===== src/rtl/instr_fetch_unit.sv =====
// instr_fetch_unit: instruction-fetch stage.
// Generates the fetch PC and issues one outstanding request at a time to
// instruction memory. Returned words go into a small prefetch FIFO. An output
// register presents one instruction per cycle to decode. When no real
// instruction is available it presents a NOP with flush_out=1 so decode can
// insert a bubble.
// Optional build macro FETCH_BYPASS_EN: when the FIFO is empty and decode is
// not stalled, an acked word is written straight into the output register.
// This cuts the fetch latency from 2 cycles to 1.
module instr_fetch_unit #(
    parameter logic [31:0] RESET_PC   = 32'h0000_0000,
    parameter int          FIFO_DEPTH = 2
) (
    input  logic        clk_in,
    input  logic        rst_in,
    input  logic        stall_in,
    input  logic        branch_taken_in,
    input  logic [31:0] branch_target_in,
    output logic        imem_req_out,
    output logic [31:0] imem_addr_out,
    input  logic        imem_ack_in,
    input  logic [31:0] imem_data_in,
    output logic [31:0] instr_out,
    output logic [31:0] pc_out,
    output logic        instr_valid_out,
    output logic        flush_out
);

    localparam logic [31:0]      NOP     = 32'h0000_0013;
    localparam int               PTR_W   = $clog2(FIFO_DEPTH);
    localparam int               CNT_W   = PTR_W + 1;
    localparam logic [CNT_W-1:0] DEPTH_C = CNT_W'(FIFO_DEPTH);
    localparam logic [CNT_W-1:0] CNT_ONE = CNT_W'(1);
    localparam logic [PTR_W-1:0] PTR_ONE = PTR_W'(1);

    typedef enum logic [1:0] {S_IDLE, S_REQ, S_HOLD} state_t;

    state_t            state_reg;
    logic [31:0]       fetch_pc_reg;
    logic              discard_reg;
    logic [PTR_W-1:0]  wr_ptr_reg;
    logic [PTR_W-1:0]  rd_ptr_reg;
    logic [CNT_W-1:0]  count_reg;
    logic [31:0]       fifo_pc_mem    [FIFO_DEPTH];
    logic [31:0]       fifo_instr_mem [FIFO_DEPTH];

    logic              redirect;
    logic              ack_accept;
    logic              bypass;
    logic              push;
    logic              pop;
    logic [CNT_W-1:0]  count_next;
    logic [31:0]       target_aligned;
    logic [31:0]       pc_plus4;
    logic [31:0]       fetch_pc_next;

    // Decode of this cycle's events: redirect, accepted ack, FIFO push/pop and occupancy after the edge
    always_comb begin
        redirect       = branch_taken_in && (state_reg != S_IDLE);
        ack_accept     = imem_ack_in && (state_reg == S_REQ) && !discard_reg && !redirect;
`ifdef FETCH_BYPASS_EN
        bypass         = ack_accept && (count_reg == '0) && !stall_in;
`else
        bypass         = 1'b0;
`endif
        push           = ack_accept && !bypass;
        pop            = !redirect && !stall_in && (count_reg != '0);
        target_aligned = branch_target_in & 32'hFFFF_FFFC;
        pc_plus4       = fetch_pc_reg + 32'd4;
        fetch_pc_next  = ack_accept ? pc_plus4 : fetch_pc_reg;
        count_next     = count_reg;
        if (redirect) begin
            count_next = '0;
        end else if (push && !pop) begin
            count_next = count_reg + CNT_ONE;
        end else if (pop && !push) begin
            count_next = count_reg - CNT_ONE;
        end
    end

    // Fetch FSM: PC, discard flag and the registered memory request.
    // During a discard the stale address stays on the bus until its ack arrives.
    always_ff @(posedge clk_in or posedge rst_in) begin
        if (rst_in) begin
            state_reg     <= S_IDLE;
            fetch_pc_reg  <= RESET_PC;
            discard_reg   <= 1'b0;
            imem_req_out  <= 1'b0;
            imem_addr_out <= RESET_PC;
        end else if (state_reg == S_IDLE) begin
            state_reg     <= S_REQ;
            imem_req_out  <= 1'b1;
            imem_addr_out <= fetch_pc_reg;
        end else if (redirect) begin
            fetch_pc_reg <= target_aligned;
            state_reg    <= S_REQ;
            imem_req_out <= 1'b1;
            if (imem_req_out && !imem_ack_in) begin
                discard_reg <= 1'b1;
            end else begin
                discard_reg   <= 1'b0;
                imem_addr_out <= target_aligned;
            end
        end else begin
            case (state_reg)
                S_REQ: begin
                    if (imem_ack_in) begin
                        discard_reg  <= 1'b0;
                        fetch_pc_reg <= fetch_pc_next;
                        if (count_next == DEPTH_C) begin
                            state_reg    <= S_HOLD;
                            imem_req_out <= 1'b0;
                        end else begin
                            imem_addr_out <= fetch_pc_next;
                        end
                    end
                end
                S_HOLD: begin
                    if (count_next != DEPTH_C) begin
                        state_reg     <= S_REQ;
                        imem_req_out  <= 1'b1;
                        imem_addr_out <= fetch_pc_reg;
                    end
                end
                default: begin
                    state_reg <= S_IDLE;
                end
            endcase
        end
    end

    // Prefetch storage: plain arrays, written at the tail and never reset
    always_ff @(posedge clk_in) begin
        if (push) begin
            fifo_pc_mem[wr_ptr_reg]    <= fetch_pc_reg;
            fifo_instr_mem[wr_ptr_reg] <= imem_data_in;
        end
    end

    // FIFO pointers and occupancy; a redirect empties the buffer
    always_ff @(posedge clk_in or posedge rst_in) begin
        if (rst_in) begin
            wr_ptr_reg <= '0;
            rd_ptr_reg <= '0;
            count_reg  <= '0;
        end else if (redirect) begin
            wr_ptr_reg <= '0;
            rd_ptr_reg <= '0;
            count_reg  <= '0;
        end else begin
            if (push) begin
                wr_ptr_reg <= wr_ptr_reg + PTR_ONE;
            end
            if (pop) begin
                rd_ptr_reg <= rd_ptr_reg + PTR_ONE;
            end
            count_reg <= count_next;
        end
    end

    // Output register towards decode: a redirect forces a bubble even under stall
    always_ff @(posedge clk_in or posedge rst_in) begin
        if (rst_in) begin
            instr_out       <= NOP;
            pc_out          <= RESET_PC;
            instr_valid_out <= 1'b0;
            flush_out       <= 1'b1;
        end else if (redirect) begin
            instr_out       <= NOP;
            instr_valid_out <= 1'b0;
            flush_out       <= 1'b1;
        end else if (!stall_in) begin
            if (bypass) begin
                instr_out       <= imem_data_in;
                pc_out          <= fetch_pc_reg;
                instr_valid_out <= 1'b1;
                flush_out       <= 1'b0;
            end else if (count_reg != '0) begin
                instr_out       <= fifo_instr_mem[rd_ptr_reg];
                pc_out          <= fifo_pc_mem[rd_ptr_reg];
                instr_valid_out <= 1'b1;
                flush_out       <= 1'b0;
            end else begin
                instr_out       <= NOP;
                instr_valid_out <= 1'b0;
                flush_out       <= 1'b1;
            end
        end
    end

endmodule


===== config.mk =====
export PLATFORM = sky130hd
export DESIGN_NAME = instr_fetch_unit
export DESIGN_NICKNAME = d
export VERILOG_FILES = /design/src/rtl/instr_fetch_unit.sv
export SDC_FILE = /design/constraint.sdc
export NUM_CORES = 1
export LEC_CHECK = 0
export BUFFER_PORTS_ARGS = -buffer_cell sky130_fd_sc_hd__buf_2
export CAP_MARGIN = 25
export CORE_UTILIZATION = 51
export DETAILED_ROUTE_END_ITERATION = 16
export GPL_TIMING_DRIVEN = 0
export MAX_ROUTING_LAYER = met4
export PLACE_DENSITY = 0.76
export SLEW_MARGIN = 20
export SYNTH_ARGS = -nofsm -noshare
export SYNTH_HDL_FRONTEND = slang
export SYNTH_SLANG_ARGS = --single-unit

===== constraint.sdc =====
create_clock -name clk_in -period 5.4 [get_ports clk_in]
set_clock_uncertainty 0.15 [all_clocks]
set_input_delay 0.54 -clock clk_in [delete_from_list [all_inputs] [get_ports clk_in]]
set_output_delay 0.54 -clock clk_in [all_outputs]
set_load 0.05 [all_outputs]

==> summary.txt <==
Synth
  – Register bit total from synthesis: 257
  – Sequential share of the synthesized area: 69.55%
  – Count of synthesis-stage warnings from yosys: 0
  – Predominant post-synthesis flop cell: dfrtp_1
  – Post-synth cell types: 57
  – Netlist Area Pre-Place: 10150 sq um
  – Post-synth EDFFs: 124
  – Synth Area per Inst: 13.62 sq um
  – Async SR Flop Fraction: 51.75%
  – Mapped Cells: 745

STA
  – TNS Setup: 0 ps
  – Fin crit period: 3248 ps
  – Period utilization: 60.14%
  – # setup viols final: 0
  – Fin. max-slew vios: 0
  – Fmax achieved: 0.3079 GHz
  – Fin. Hold Viols: 0
  – RSZ-0062 raised after global routing: false
  – Worst-margin pin slew: 814.8 ps
  – Slew HR: 45.68%

Worst setup path
  – Crit path capture type: flip-flop
  – Crit-path max cell delay: 500 ps
  – Worst Path Required: 5650 ps
  – Critical path peak fanout: 10
  – Slowest cell on the critical path: clkbuf_1
  – Worst-path cell chain: buf_2, o21ai_1, nand2_1, clkbuf_1, o22ai_2, o31ai_1, buf_4, buf_4, mux2_2
  – Worst Setup Start Kind: flip-flop
  – Crit Path Category: flip-flop to flip-flop
  – Critical path data arrival time: 3500 ps
  – Top cell by count, worst path: buf_4

Final layout
  – Layout cells sized above 1: 27.10%
  – Max reg flops: 64
  – Ant diodes: 0
  – Nets@finish: 1015
  – Final core utilization: 62.94%
  – Area delta synth->final: 20.73%
  – Biggest register: fifo_instr_mem
  – Design area: 12250 sq um
  – Biggest regs: fifo_instr_mem x64, fifo_pc_mem x60, instr_out x32
  – Final non-filler cell total: 1228

Routing
  – Total length of routed wires: 22090 microns
  – DR iter-0 viols: 456
  – DRC viols: 0
  – WL/cell: 17.99 microns
  – Vias: 6729
  – Antenna viol nets, final: 0
  – Number of iterations in the first detailed-routing pass: 5
  – Drt via density: 5.480

GRT
  – First-pass GRT wire length: 34740 microns
  – Antenna violations before repair: 0
  – All-layer global routing usage: 22.75%
  – GR Overflow Total: 0
  – Largest net degree at the start of global routing: 105
  – Vias in the first global route: 6665

Clock tree
  – Root buffer cell: clkbuf_16
  – Clk_lat worst skew: 520 ps
  – Setup Buffers After CTS: 0
  – CTS tree: built
  – CTS clk-pin slew, worst paths: 70 ps
  – Longest Clk Path Bufs: 3
  – Clk sink count: 257
  – CTS buffer count: 26
  – CTS H-Tree Depth: 1
  – Post-CTS sizing: 0

Place
  – Final Wtd Congestion: 0.9565
  – DP Area: 11430 sq um
  – Dpl hpwl: 15480 microns
  – Placed insts: 1180
  – PortBufs: 162

Min path
  – Worst hold path type: primary input to flip-flop

Floorplan
  – # rows: 51
  – Die height: 143.0 microns
  – Area of the die: 20460 sq um
  – Die Wd: 143.0 microns
  – Initial Util: 52.13%
  – IO Pins: 168
  – Core Area: 19460 sq um

Pwr
  – Maximum VDD drop: 347.9 uV
  – P_leak: 0.004912 uW
  – Pwr dens: 550.7 nW/um^2
  – Total power draw: 6746 uW

Run status
  – Outcome: finished, final reports clean

Job
  – Number of max-cap violations: 0
==> cell families after synthesis <==
| kind of cell | after synthesis | share of synthesized area (%) |
|---|---|---|
| other | 1 | 0.03696 |
| adders and majority gates | 2 | 0.2466 |
| xor gates and xnor gates | 2 | 0.1727 |
| buffers and inverters | 53 | 2.380 |
| DFF | 257 | 69.55 |
| muxes | 91 | 9.335 |
| AOI/OAI and AO/OA | 139 | 8.719 |
| and+or+nand+nor | 200 | 9.557 |
==> layout by cell type, fill, tap and decap left out, types with 6 or more instances in the layout <==
master and count:
o31ai_1 12, clkbuf_16 27, mux2_2 29, a311oi_1 6, a21oi_1 8, buf_2 166
clkinv_1 7, nor3_1 9, or3_1 8, dfrtp_1 129, clkbuf_1 31, nand2_1 79
nor2_1 49, buf_4 6, nand4_1 9, clkinv_2 6, edfxtp_1 124, and4_1 6
a211oi_1 10, nand3_1 7, inv_1 9, o21ai_0 64, mux2i_1 62, or4_1 12
a31oi_1 13
==> final timing paths <==
path | startpoint | endpoint | slack [ps] | cells past startpoint
min in group asynchronous | rst_in | instr_out[11]$_DFFE_PP0P_ | 380 | 3
hold reg to reg | instr_out[26]$_DFFE_PP0P_ | instr_out[26]$_DFFE_PP0P_ | 320 | 2
setup reg to reg | state_reg[1]$_DFFE_PP0P_ | imem_addr_out[9]$_DFFE_PP0P_ | 2150 | 9
max in group asynchronous | rst_in | imem_addr_out[10]$_DFFE_PP0P_ | 3920 | 4
setup / recovery | state_reg[1]$_DFFE_PP0P_ | imem_addr_out[9]$_DFFE_PP0P_ | 2150 | 9
hold / removal | imem_data_in[28] | fifo_instr_mem[1][28]$_DFFE_PP_ | 60 | 1
==> worst max-delay path: cells and delay by family (launching register included) <==
family                 cells  cell delay, ps
AO/OA/AOI/OAI              3             900
AND/OR/NAND/NOR            1             150
multiplexers               1             360
buffers and inverters      4            1210
flip-flops                 1             350
==> layer usage <==
metal | global-route usage [%] | vias to the layer above | part of all wire [%]
met5 | - | - | 0
met3 | 3.655 | 45 | 6.9
met1 | 29.95 | 3251 | 43
li1 | - | 3179 | -
met2 | 36.38 | 254 | 48
met4 | 6.961 | 0 | 2.2
==> repair_timing <==
item                                    CTS  global route
hold endpoints to repair                 29             0
hold buffers                              1             0
endpoints found under the setup margin    0             0
==> cell type report <==
class / instances / area, sq um
inverter: 10 / 45.04
multi-input combinational: 436 / 2874
timing repair buffer: 170 / 939.7
tap: 265 / 331.6
clock buffer: 34 / 742.0
fill: 1509 / 7213
sequential: 257 / 7057
buffer: 43 / 203.9
clock inverter: 13 / 56.30
==> per-stage QoR <==
stage          setup WS (ps)  hold WS [ps]
6_report                2152         55.51
5_1_grt                 1915         38.88
4_1_cts                 2142         40.45
3_5_place_dp            1872         314.3
3_3_place_gp          -601.6         305.7
2_1_floorplan           1162         286.8
==> Yosys cell counts (7+ instances only) <==
cell type    n  area (sq um)
inv_1       10         37.54
or3_1        8         50.05
a31oi_1     13         81.33
nor3_1      10         50.05
dfrtp_1    129          3228
o21ai_0     64         320.3
clkbuf_1    28         105.1
mux2i_1     62         620.6
mux2_2      29         326.6
o31ai_1     12         90.09
nand3_1      7         35.03
nor2_1      49         183.9
or4_1       12         90.09
nand2_1     79         296.5
a21oi_1      8         40.04
a211oi_1    10         75.07
nand4_1      9         56.30
edfxtp_1   124          3724
==> report_power, final <==
part / internal, uW / switching [uW]
combinational: 646 / 1690
clock: 958 / 711
sequential: 2490 / 245
No activity file was read; power rests on OpenSTA's default activity.
